--- config.mk ---
export PLATFORM = sky130hd
export DESIGN_NAME = mem_wb_buffer_flat
export DESIGN_NICKNAME = d
export VERILOG_FILES = /design/src/rtl/mem_wb_buffer_if.sv /design/src/rtl/mem_wb_buffer.sv /design/src/flat_wrapper.sv
export SDC_FILE = /design/constraint.sdc
export NUM_CORES = 2
export LEC_CHECK = 0
export CAP_MARGIN = 10
export CORE_UTILIZATION = 30
export DETAILED_ROUTE_END_ITERATION = 12
export DONT_BUFFER_PORTS = 1
export GPL_ROUTABILITY_DRIVEN = 0
export REMOVE_ABC_BUFFERS = 1
export SYNTH_ARGS = -nofsm -noshare
export SYNTH_HDL_FRONTEND = slang
export SYNTH_SLANG_ARGS = --single-unit
export TNS_END_PERCENT = 50
--- constraint.sdc ---
create_clock -name clk -period 9.4 [get_ports clk]
set_clock_uncertainty 0.1 [all_clocks]
set_input_delay 0.47 -clock clk [delete_from_list [all_inputs] [get_ports clk]]
set_output_delay 0.47 -clock clk [all_outputs]
set_load 0.02 [all_outputs]
--- src/rtl/mem_wb_buffer_if.sv ---
// Line req/gnt protocol used on both sides of the write buffer.
// Master drives the request and its line; slave returns the read line and a one-cycle gnt.
interface mem_wb_buffer_if #(
    parameter int LINE_ADDR_LEN = 3,
    parameter int ADDR_LEN      = 10
);
    localparam int LINE_SIZE = 1 << LINE_ADDR_LEN;

    logic [ADDR_LEN-1:0]        addr;
    logic                       rd_req;
    logic                       wr_req;
    logic [LINE_SIZE-1:0][31:0] wr_line;
    logic [LINE_SIZE-1:0][31:0] rd_line;
    logic                       gnt;

    modport master (output addr, rd_req, wr_req, wr_line, input rd_line, gnt);
    modport slave  (input addr, rd_req, wr_req, wr_line, output rd_line, gnt);
endinterface

--- src/rtl/mem_wb_buffer.sv ---
// Write buffer between cache and memory: writes and read hits grant in 1 cycle; misses go to memory.
// Writes stall while full; read misses wait for the in-flight drain and then take priority.
module mem_wb_buffer #(
    parameter int LINE_ADDR_LEN = 3,
    parameter int ADDR_LEN      = 10,
    parameter int DEPTH         = 4
) (
    input  logic             clk,
    input  logic             rst,
    mem_wb_buffer_if.slave   cache,
    mem_wb_buffer_if.master  mem
);
    localparam int LINE_SIZE = 1 << LINE_ADDR_LEN;
    localparam int PTR_W     = $clog2(DEPTH);
    localparam int CNT_W     = PTR_W + 1;

    typedef logic [LINE_SIZE-1:0][31:0] line_t;
    typedef logic [ADDR_LEN-1:0]        addr_t;
    typedef enum logic [1:0] {M_IDLE, M_WR, M_RD} mstate_e;

    mstate_e          state_q, state_d;
    logic [DEPTH-1:0] valid_q, valid_d;
    addr_t            addr_q [DEPTH];
    addr_t            addr_d [DEPTH];
    line_t            line_q [DEPTH];
    line_t            line_d [DEPTH];
    logic [PTR_W-1:0] head_q, head_d, tail_q, tail_d;
    logic [CNT_W-1:0] count_q, count_d;
    logic             gnt_q, gnt_d;
    line_t            rd_line_q, rd_line_d;
    logic             rd_pend_q, rd_pend_d;
    addr_t            rd_addr_q, rd_addr_d;

    logic             co_hit, rd_hit, accept_ok, push, pop;
    logic [PTR_W-1:0] co_idx, scan_idx;
    line_t            rd_hit_line;

    // Scan oldest to youngest so the last match is the youngest copy.
    // The head being drained is readable but must not be overwritten.
    always_comb begin
        co_hit      = 1'b0;
        co_idx      = '0;
        rd_hit      = 1'b0;
        rd_hit_line = '0;
        scan_idx    = '0;
        for (int k = 0; k < DEPTH; k++) begin
            scan_idx = head_q + PTR_W'(k);
            if (valid_q[scan_idx] && addr_q[scan_idx] == cache.addr) begin
                rd_hit      = 1'b1;
                rd_hit_line = line_q[scan_idx];
                if (!(state_q == M_WR && scan_idx == head_q)) begin
                    co_hit = 1'b1;
                    co_idx = scan_idx;
                end
            end
        end
    end

    always_comb begin
        state_d   = state_q;
        valid_d   = valid_q;
        addr_d    = addr_q;
        line_d    = line_q;
        head_d    = head_q;
        tail_d    = tail_q;
        gnt_d     = 1'b0;
        rd_line_d = rd_line_q;
        rd_pend_d = rd_pend_q;
        rd_addr_d = rd_addr_q;
        push      = 1'b0;
        pop       = 1'b0;
        accept_ok = !gnt_q && !rd_pend_q;

        if (accept_ok && cache.wr_req) begin
            if (co_hit) begin
                line_d[co_idx] = cache.wr_line;
                gnt_d          = 1'b1;
            end else if (count_q < CNT_W'(DEPTH)) begin
                push           = 1'b1;
                valid_d[tail_q] = 1'b1;
                addr_d[tail_q] = cache.addr;
                line_d[tail_q] = cache.wr_line;
                tail_d         = tail_q + 1'b1;
                gnt_d          = 1'b1;
            end
        end else if (accept_ok && cache.rd_req) begin
            if (rd_hit) begin
                rd_line_d = rd_hit_line;
                gnt_d     = 1'b1;
            end else begin
                rd_pend_d = 1'b1;
                rd_addr_d = cache.addr;
            end
        end

        unique case (state_q)
            M_IDLE: begin
                if (rd_pend_q)           state_d = M_RD;
                else if (count_q != '0)  state_d = M_WR;
            end
            M_WR: begin
                if (mem.gnt) begin
                    pop             = 1'b1;
                    valid_d[head_q] = 1'b0;
                    head_d          = head_q + 1'b1;
                    state_d         = M_IDLE;
                end
            end
            M_RD: begin
                if (mem.gnt) begin
                    rd_line_d = mem.rd_line;
                    gnt_d     = 1'b1;
                    rd_pend_d = 1'b0;
                    state_d   = M_IDLE;
                end
            end
            default: state_d = M_IDLE;
        endcase

        count_d = count_q + CNT_W'(push) - CNT_W'(pop);
    end

    always_ff @(posedge clk) begin
        if (rst) begin
            state_q   <= M_IDLE;
            valid_q   <= '0;
            head_q    <= '0;
            tail_q    <= '0;
            count_q   <= '0;
            gnt_q     <= 1'b0;
            rd_line_q <= '0;
            rd_pend_q <= 1'b0;
            rd_addr_q <= '0;
            for (int i = 0; i < DEPTH; i++) begin
                addr_q[i] <= '0;
                line_q[i] <= '0;
            end
        end else begin
            state_q   <= state_d;
            valid_q   <= valid_d;
            head_q    <= head_d;
            tail_q    <= tail_d;
            count_q   <= count_d;
            gnt_q     <= gnt_d;
            rd_line_q <= rd_line_d;
            rd_pend_q <= rd_pend_d;
            rd_addr_q <= rd_addr_d;
            addr_q    <= addr_d;
            line_q    <= line_d;
        end
    end

    assign cache.gnt     = gnt_q;
    assign cache.rd_line = rd_line_q;
    assign mem.wr_req    = (state_q == M_WR);
    assign mem.rd_req    = (state_q == M_RD);
    assign mem.addr      = (state_q == M_WR) ? addr_q[head_q] :
                           (state_q == M_RD) ? rd_addr_q : '0;
    assign mem.wr_line   = (state_q == M_WR) ? line_q[head_q] : '0;
endmodule
--- src/flat_wrapper.sv ---
// flat-port wrapper written by rule: the top's interface ports become plain ports
module mem_wb_buffer_flat 
#(
    parameter int LINE_ADDR_LEN = 3,
    parameter int ADDR_LEN      = 10,
    parameter int DEPTH         = 4
)
  (clk, rst, cache_addr, cache_rd_req, cache_wr_req, cache_wr_line, cache_rd_line, cache_gnt, mem_addr, mem_rd_req, mem_wr_req, mem_wr_line, mem_rd_line, mem_gnt);
  mem_wb_buffer_if #(.LINE_ADDR_LEN(LINE_ADDR_LEN), .ADDR_LEN(ADDR_LEN)) cache_i ();
  mem_wb_buffer_if #(.LINE_ADDR_LEN(LINE_ADDR_LEN), .ADDR_LEN(ADDR_LEN)) mem_i ();
  input  logic clk;
  input  logic rst;
  input wire logic [$bits(cache_i.addr)-1:0] cache_addr;
  input wire logic [$bits(cache_i.rd_req)-1:0] cache_rd_req;
  input wire logic [$bits(cache_i.wr_req)-1:0] cache_wr_req;
  input wire logic [$bits(cache_i.wr_line)-1:0] cache_wr_line;
  output wire logic [$bits(cache_i.rd_line)-1:0] cache_rd_line;
  output wire logic [$bits(cache_i.gnt)-1:0] cache_gnt;
  output wire logic [$bits(mem_i.addr)-1:0] mem_addr;
  output wire logic [$bits(mem_i.rd_req)-1:0] mem_rd_req;
  output wire logic [$bits(mem_i.wr_req)-1:0] mem_wr_req;
  output wire logic [$bits(mem_i.wr_line)-1:0] mem_wr_line;
  input wire logic [$bits(mem_i.rd_line)-1:0] mem_rd_line;
  input wire logic [$bits(mem_i.gnt)-1:0] mem_gnt;
  assign cache_i.addr = cache_addr;
  assign cache_i.rd_req = cache_rd_req;
  assign cache_i.wr_req = cache_wr_req;
  assign cache_i.wr_line = cache_wr_line;
  assign cache_rd_line = cache_i.rd_line;
  assign cache_gnt = cache_i.gnt;
  assign mem_addr = mem_i.addr;
  assign mem_rd_req = mem_i.rd_req;
  assign mem_wr_req = mem_i.wr_req;
  assign mem_wr_line = mem_i.wr_line;
  assign mem_i.rd_line = mem_rd_line;
  assign mem_i.gnt = mem_gnt;
  mem_wb_buffer #(.LINE_ADDR_LEN(LINE_ADDR_LEN), .ADDR_LEN(ADDR_LEN), .DEPTH(DEPTH)) u_core (.clk(clk), .rst(rst), .cache(cache_i), .mem(mem_i));
endmodule
Word level (Yosys, flattened, before mapping)
Cells that the tools add are included. Widths: inputs -> output; s select.

Register bits: 1345. Input bits: 527. Output and inout port bits: 525. Logic and storage cells: 226.

Add/subtract/negate cells: 6. Magnitude comparators: 16. Equal/unequal tests: 11. Multiplexer cells: 104. Bitwise logic cells: 12. Reduce and logical (&&, ||, !) cells: 25.

Operators by type and width (number): $mux 256 (20); $bmux 256 s2 (4); $bwmux 1024 (2); $mux 1024 (2); $demux 256 s2 (2); $mux 10 (11); $bmux 10 s2 (4); $bwmux 40 (1); $eq 10x10->1 (4); $mux 1 (34); $mux 2 (11); $demux 10 s2 (1); $mux 4 (5); $ge 3x3->1 const B (6); $not 2->3 (6); $lt 2x3->1 const B (5); $logic_and 1x1->1 (14); $bmux 1 s2 (4); $eq 2x2->1 (3); $lt 3x1->1 const B (2); $reduce_and 2->1 (3); $reduce_and 3->1 (2); $add 2x1->2 const B (2); $add 2x2->2 const B (2); 19 further kinds (24).

Longest topological paths before layout
Depth after elaboration: 20. Gate-level depth with buffers: 20. Depth with buffers taken out: 15.

Worst setup path after synthesis
OpenSTA, ideal clock, no wires.

Path kind: flip-flop to flip-flop. Start: register u_core.head_q[1]. End: register u_core.count_q[2]. Library setup time: 127 ps. Arrival time: 4111 ps. Data required time: 9173 ps. Setup slack: 5062 ps. Stages on the path, launching flop included: 19. Path buffers: 3. Period minus slack after synthesis: 4338 ps. Cells stage by stage: dfxtp_1 inv_1 clkbuf_1 clkbuf_1 ha_1 buf_2 mux4_2 xor2_1 nor2_1 o2111ai_1 nor3_2 nor4b_4 nand2_1 inv_1 ha_1 fa_1 xnor2_1 xnor2_1 nor2_1.

Word-level cells in the longest chain between the ends: 17. Elaborated cells between the ends (all ways): 52. Classes of those cells: add/sub: 5; eq/ne: 7; mux: 29; bitwise: 4; reduce/logical: 7.

RTL lines: start, declared (RTL line mem_wb_buffer.sv:27) `logic [PTR_W-1:0] head_q, head_d, tail_q, tail_d;`; start signal, assigned (RTL line mem_wb_buffer.sv:127) `head_q <= '0;`; start signal, assigned (RTL line mem_wb_buffer.sv:141) `head_q <= head_d;`; branches (longest 12 deep; another with $add 2x1->2); $mux 1 * (RTL line mem_wb_buffer.sv:48) `if (valid_q[scan_idx] && addr_q[scan_idx] == cache.addr) begin`; $mux 1 * (RTL line mem_wb_buffer.sv:75) `if (co_hit) begin`; $mux 1 * (RTL line mem_wb_buffer.sv:74) `if (accept_ok && cache.wr_req) begin`; $add 3x1->3 * (RTL line mem_wb_buffer.sv:120) `count_d = count_q + CNT_W'(push) - CNT_W'(pop);`; $sub 3x1->3 * (RTL line mem_wb_buffer.sv:120); end signal, assigned (RTL line mem_wb_buffer.sv:143) `count_q <= count_d;`; end, declared (RTL line mem_wb_buffer.sv:28) `logic [CNT_W-1:0] count_q, count_d;`.

Every way passes the cells marked *. The select of a mux whose other input is x is not followed. A chain may end at the register's enable or synchronous reset.

Worst setup path in the final report
Start: register u_core.head_q[1]. End: register u_core.line_q[441] in the netlist's numbering.

Word-level cells in the longest chain between the ends: 20. Elaborated cells between the ends (all ways): 66. Classes of those cells: add/sub: 3; order compare: 2; eq/ne: 7; mux: 39; bitwise: 5; reduce/logical: 10.

RTL lines: branches (longest 20 deep; another with $add 2x1->2); end signal, assigned (RTL line mem_wb_buffer.sv:149) `line_q <= line_d;`; end, declared (RTL line mem_wb_buffer.sv:25) `line_t line_q [DEPTH];`.

Several ways; the timed one is not identified. The select of a mux whose other input is x is not followed.

==> metrics.md <==
| Metric | Value |
|---|---|
| Hpwl dp | `177 mm` |
| Post-Syn Instances | `9321` |
| TNS Setup | `0 ps` |
| Number of synthesized flops with an enable pin | `0` |
| Logic pwr share | `0.225` |
| Initial antenna violation count | `42` |
| Total GRT Usage | `0.191` |
| Row cnt | `196` |
| Starting Density | `0.301` |
| Nets@finish | `9820` |
| Port buffer count | `0` |
| Leak Pwr | `39.1 nW` |
| TritonRoute pass-1 iters | `5` |
| Critical path buffers and inverters | `3` |
| Vias in the first global route | `68256` |
| Maximum vdd drop | `125 uV` |
| Slowest CP cell | `dfxtp_4` |
| Int Pwr | `11.6 mW` |
| Avg Cell Area, Syn | `9.21 sq um` |
| Crit path arrival time | `7490 ps` |
| DRT iter0 DRCs | `5956` |
| Ranking of synthesized cells by area | `dfxtp_1 (31%), mux2i_1 (16%), mux4_2 (14%), nand2b_1 (9.4%), o21ai_0 (7.0%)` |
| Status | `finished clean` |
| Crit Path Class | `flop to flop` |
| Unrepaired setup endpoints after global routing | `false` |
| Final min period | `6960 ps` |
| Post-Route WL | `293 mm` |
| Root Driver | `clkbuf_16` |
| Setup violators final | `0` |
| Slew Viols, Final | `0` |
| Pin count of the biggest net entering global routing | `1066` |
| Layout cells sized above 1 | `0.127` |
| CP peak stage delay | `900 ps` |
| Worst-path fanout max | `77` |
| Top delay family on crit path | `buffers and inverters` |
| Final worst-path cycle share | `0.740` |
| Pwr per Cell Area | `170 nW/um^2` |
| Die area | `288000 sq um` |
| Fmax | `144 MHz` |
| Post-CTS Setup Inserts | `0` |
| Net Sw Power | `5.28 mW` |
| Yosys top cell by area | `dfxtp_1` |
| Residual DRC count | `0` |
| Switching share of power | `0.312` |
| Post-synth top area share | `0.314` |
| CP endpoint kind | `flop` |
| Main flop type after synthesis | `dfxtp_1` |
| MaxCap Viol Count | `0` |
| Syn. warnings | `0` |
| Fin util | `0.349` |
| Fillers | `28567` |
| # IOs | `1052` |
| Cell Chain, Critical Path | `inv_1 > ha_4 > mux4_2 > xnor2_1 > o21ai_1 > nor4b_2 > and3_4 > buf_4 > nand2b_1 > a311oi_1 > a21boi_4 > buf_12 > mux2i_1` |
| Startpoint type of the worst setup path | `flop` |
| Hold Vio Cnt, Final | `0` |
| CP Data Required Time | `9930 ps` |
| Seq pwr share | `0.378` |
| Slew @ Worst Pin | `1380 ps` |
| Ys async rst share | `0` |
| Via count | `72091` |
| Total grt overflow | `0` |
| Clock slew at reported path FFs | `60 ps` |
| Placed Instances | `12307` |
| Via-to-Cell Ratio | `5.46` |
| Worst slew margin | `0.0795` |
| Area Growth Syn to Fin | `15.8%` |
| Yosys cell types | `75` |
| Core box area | `285000 sq um` |
| CTS tree | `done` |
| Chip width | `537 um` |
| Seq/Total Area, Yosys | `0.314` |
| Yosys reg bits | `1345` |
| Final cell count without fillers | `13212` |
| Die height | `537 um` |
| Clock Tree Buf Depth | `4` |
| Clk pwr share | `0.396` |
| DR WL/cell | `22.1 um` |
| Clock Latency Late Sink | `840 ps` |
| Post-Syn Area | `85800 sq um` |
| HP Class | `input port to flop` |
| Total CTS buffers | `166` |
| Hold_ws | `40.7 ps` |
| Clk sink count | `1345` |
| Pwr Total | `16.9 mW` |
| Antenna-violating nets left | `0` |
| H-tree depth | `4` |
| First-pass GRT wire length | `434 mm` |
[layout by cell type, fill, tap and decap left out, types with 256 or more instances in the layout]
cell type	netlist	layout
dfxtp_1	1345	1343
o21ai_0	1209	1209
nand2_1	1066	1066
mux2_2	256	256
mux4_2	519	519
dlygate4sd3_1	0	559
a221oi_1	262	262
mux2i_1	1374	1374
nor2_1	324	323
a21oi_1	265	264
nand2b_1	1285	1285
and2_1	260	260
[power by group through the flow]
stage	clock, mW	sequential [mW]	combinational [mW]
2_1_floorplan	0	6.64	3.94
3_3_place_gp	0	6.50	3.47
3_5_place_dp	0	6.51	3.50
4_1_cts	6.85	6.38	3.75
5_1_grt	7.06	6.44	4.11
6_report	6.70	6.40	3.81
[synth_stat cells, types with 3 or more instances]
cell type	instances
o211ai_1	4
mux2i_4	3
mux2_2	256
a21boi_1	3
nor4_1	4
nand3b_1	3
o21ai_0	1209
buf_2	39
mux2i_1	1374
xnor2_1	32
nand2_1	1066
buf_1	97
o221ai_1	3
nand3_1	15
a21oi_1	265
mux4_2	519
a31o_2	4
buf_4	47
nor2b_1	3
o21ai_1	82
mux2i_2	3
buf_6	68
clkbuf_1	644
dfxtp_1	1345
inv_1	17
nor3_1	7
nor2_1	324
ha_1	13
nand2b_1	1285
or3_1	3
xor2_1	11
a221oi_1	262
and2_1	260
[layer usage]
layer	global-route usage	share of wire
met1	0.249	0.42
met2	0.304	0.45
met3	0.0414	0.082
met4	0.0802	0.043
met5	0	0.00036
[registers in the layout (all words and copies together), names as in the netlist, 3 cells and up]
register,cells
u_core.count_q,3
u_core.valid_q,4
u_core.addr_q,40
u_core.line_q,1024
u_core.rd_addr_q,10
u_core.cache.rd_line,256
[kinds of logic (layout without fill, tap and decap cells)]
group | count (synthesis) | after routing | share of synthesized area
fa+ha+maj | 14 | 14 | 0.00213
flops | 1345 | 1345 | 0.314
buf+inv | 913 | 1000 | 0.0485
xor+xnor | 43 | 43 | 0.00439
other cells | 0 | 42 | 0
mux | 2155 | 2155 | 0.331
compound gates | 1861 | 1861 | 0.122
simple gates | 2990 | 2990 | 0.178
[final timing paths]
| check | startpoint | end | slack, ps | cells past startpoint |
|---|---|---|---|---|
| hold / removal | rst | u_core.rd_addr_q[8] | 40 | 2 |
| setup reg to reg | u_core.head_q[1] | u_core.line_q[441] | 2440 | 13 |
| hold reg to reg | u_core.line_q[772] | u_core.line_q[772] | 400 | 2 |
| setup / recovery | u_core.head_q[1] | u_core.line_q[441] | 2440 | 13 |
[final cells by class]
class,count,area (sq um),area share
clock inverters,54,768,0.00773
inverters,18,67.6,0.000680
flip-flops and latches,1345,26900,0.271
well taps,3762,4710,0.0473
clock buffers,243,4770,0.0480
multi-input cells,7063,54900,0.552
repair buffers,685,7190,0.0723
diodes,42,105,0.00106
[timing repair]
action	CTS	global route
hold endpoints to repair	1343	205
resized for setup	0	0
hold buffers	561	2
[metrics by stage]
stage | area [sq um] | worst slack [ps]
floorplan | 81700 | -70150
global placement | 88000 | 2660
detailed placement | 88000 | 2590
CTS | 99200 | 2540
global route | 99400 | 2100
finish | 99400 | 2440
Power figures use the tool's default switching activity.
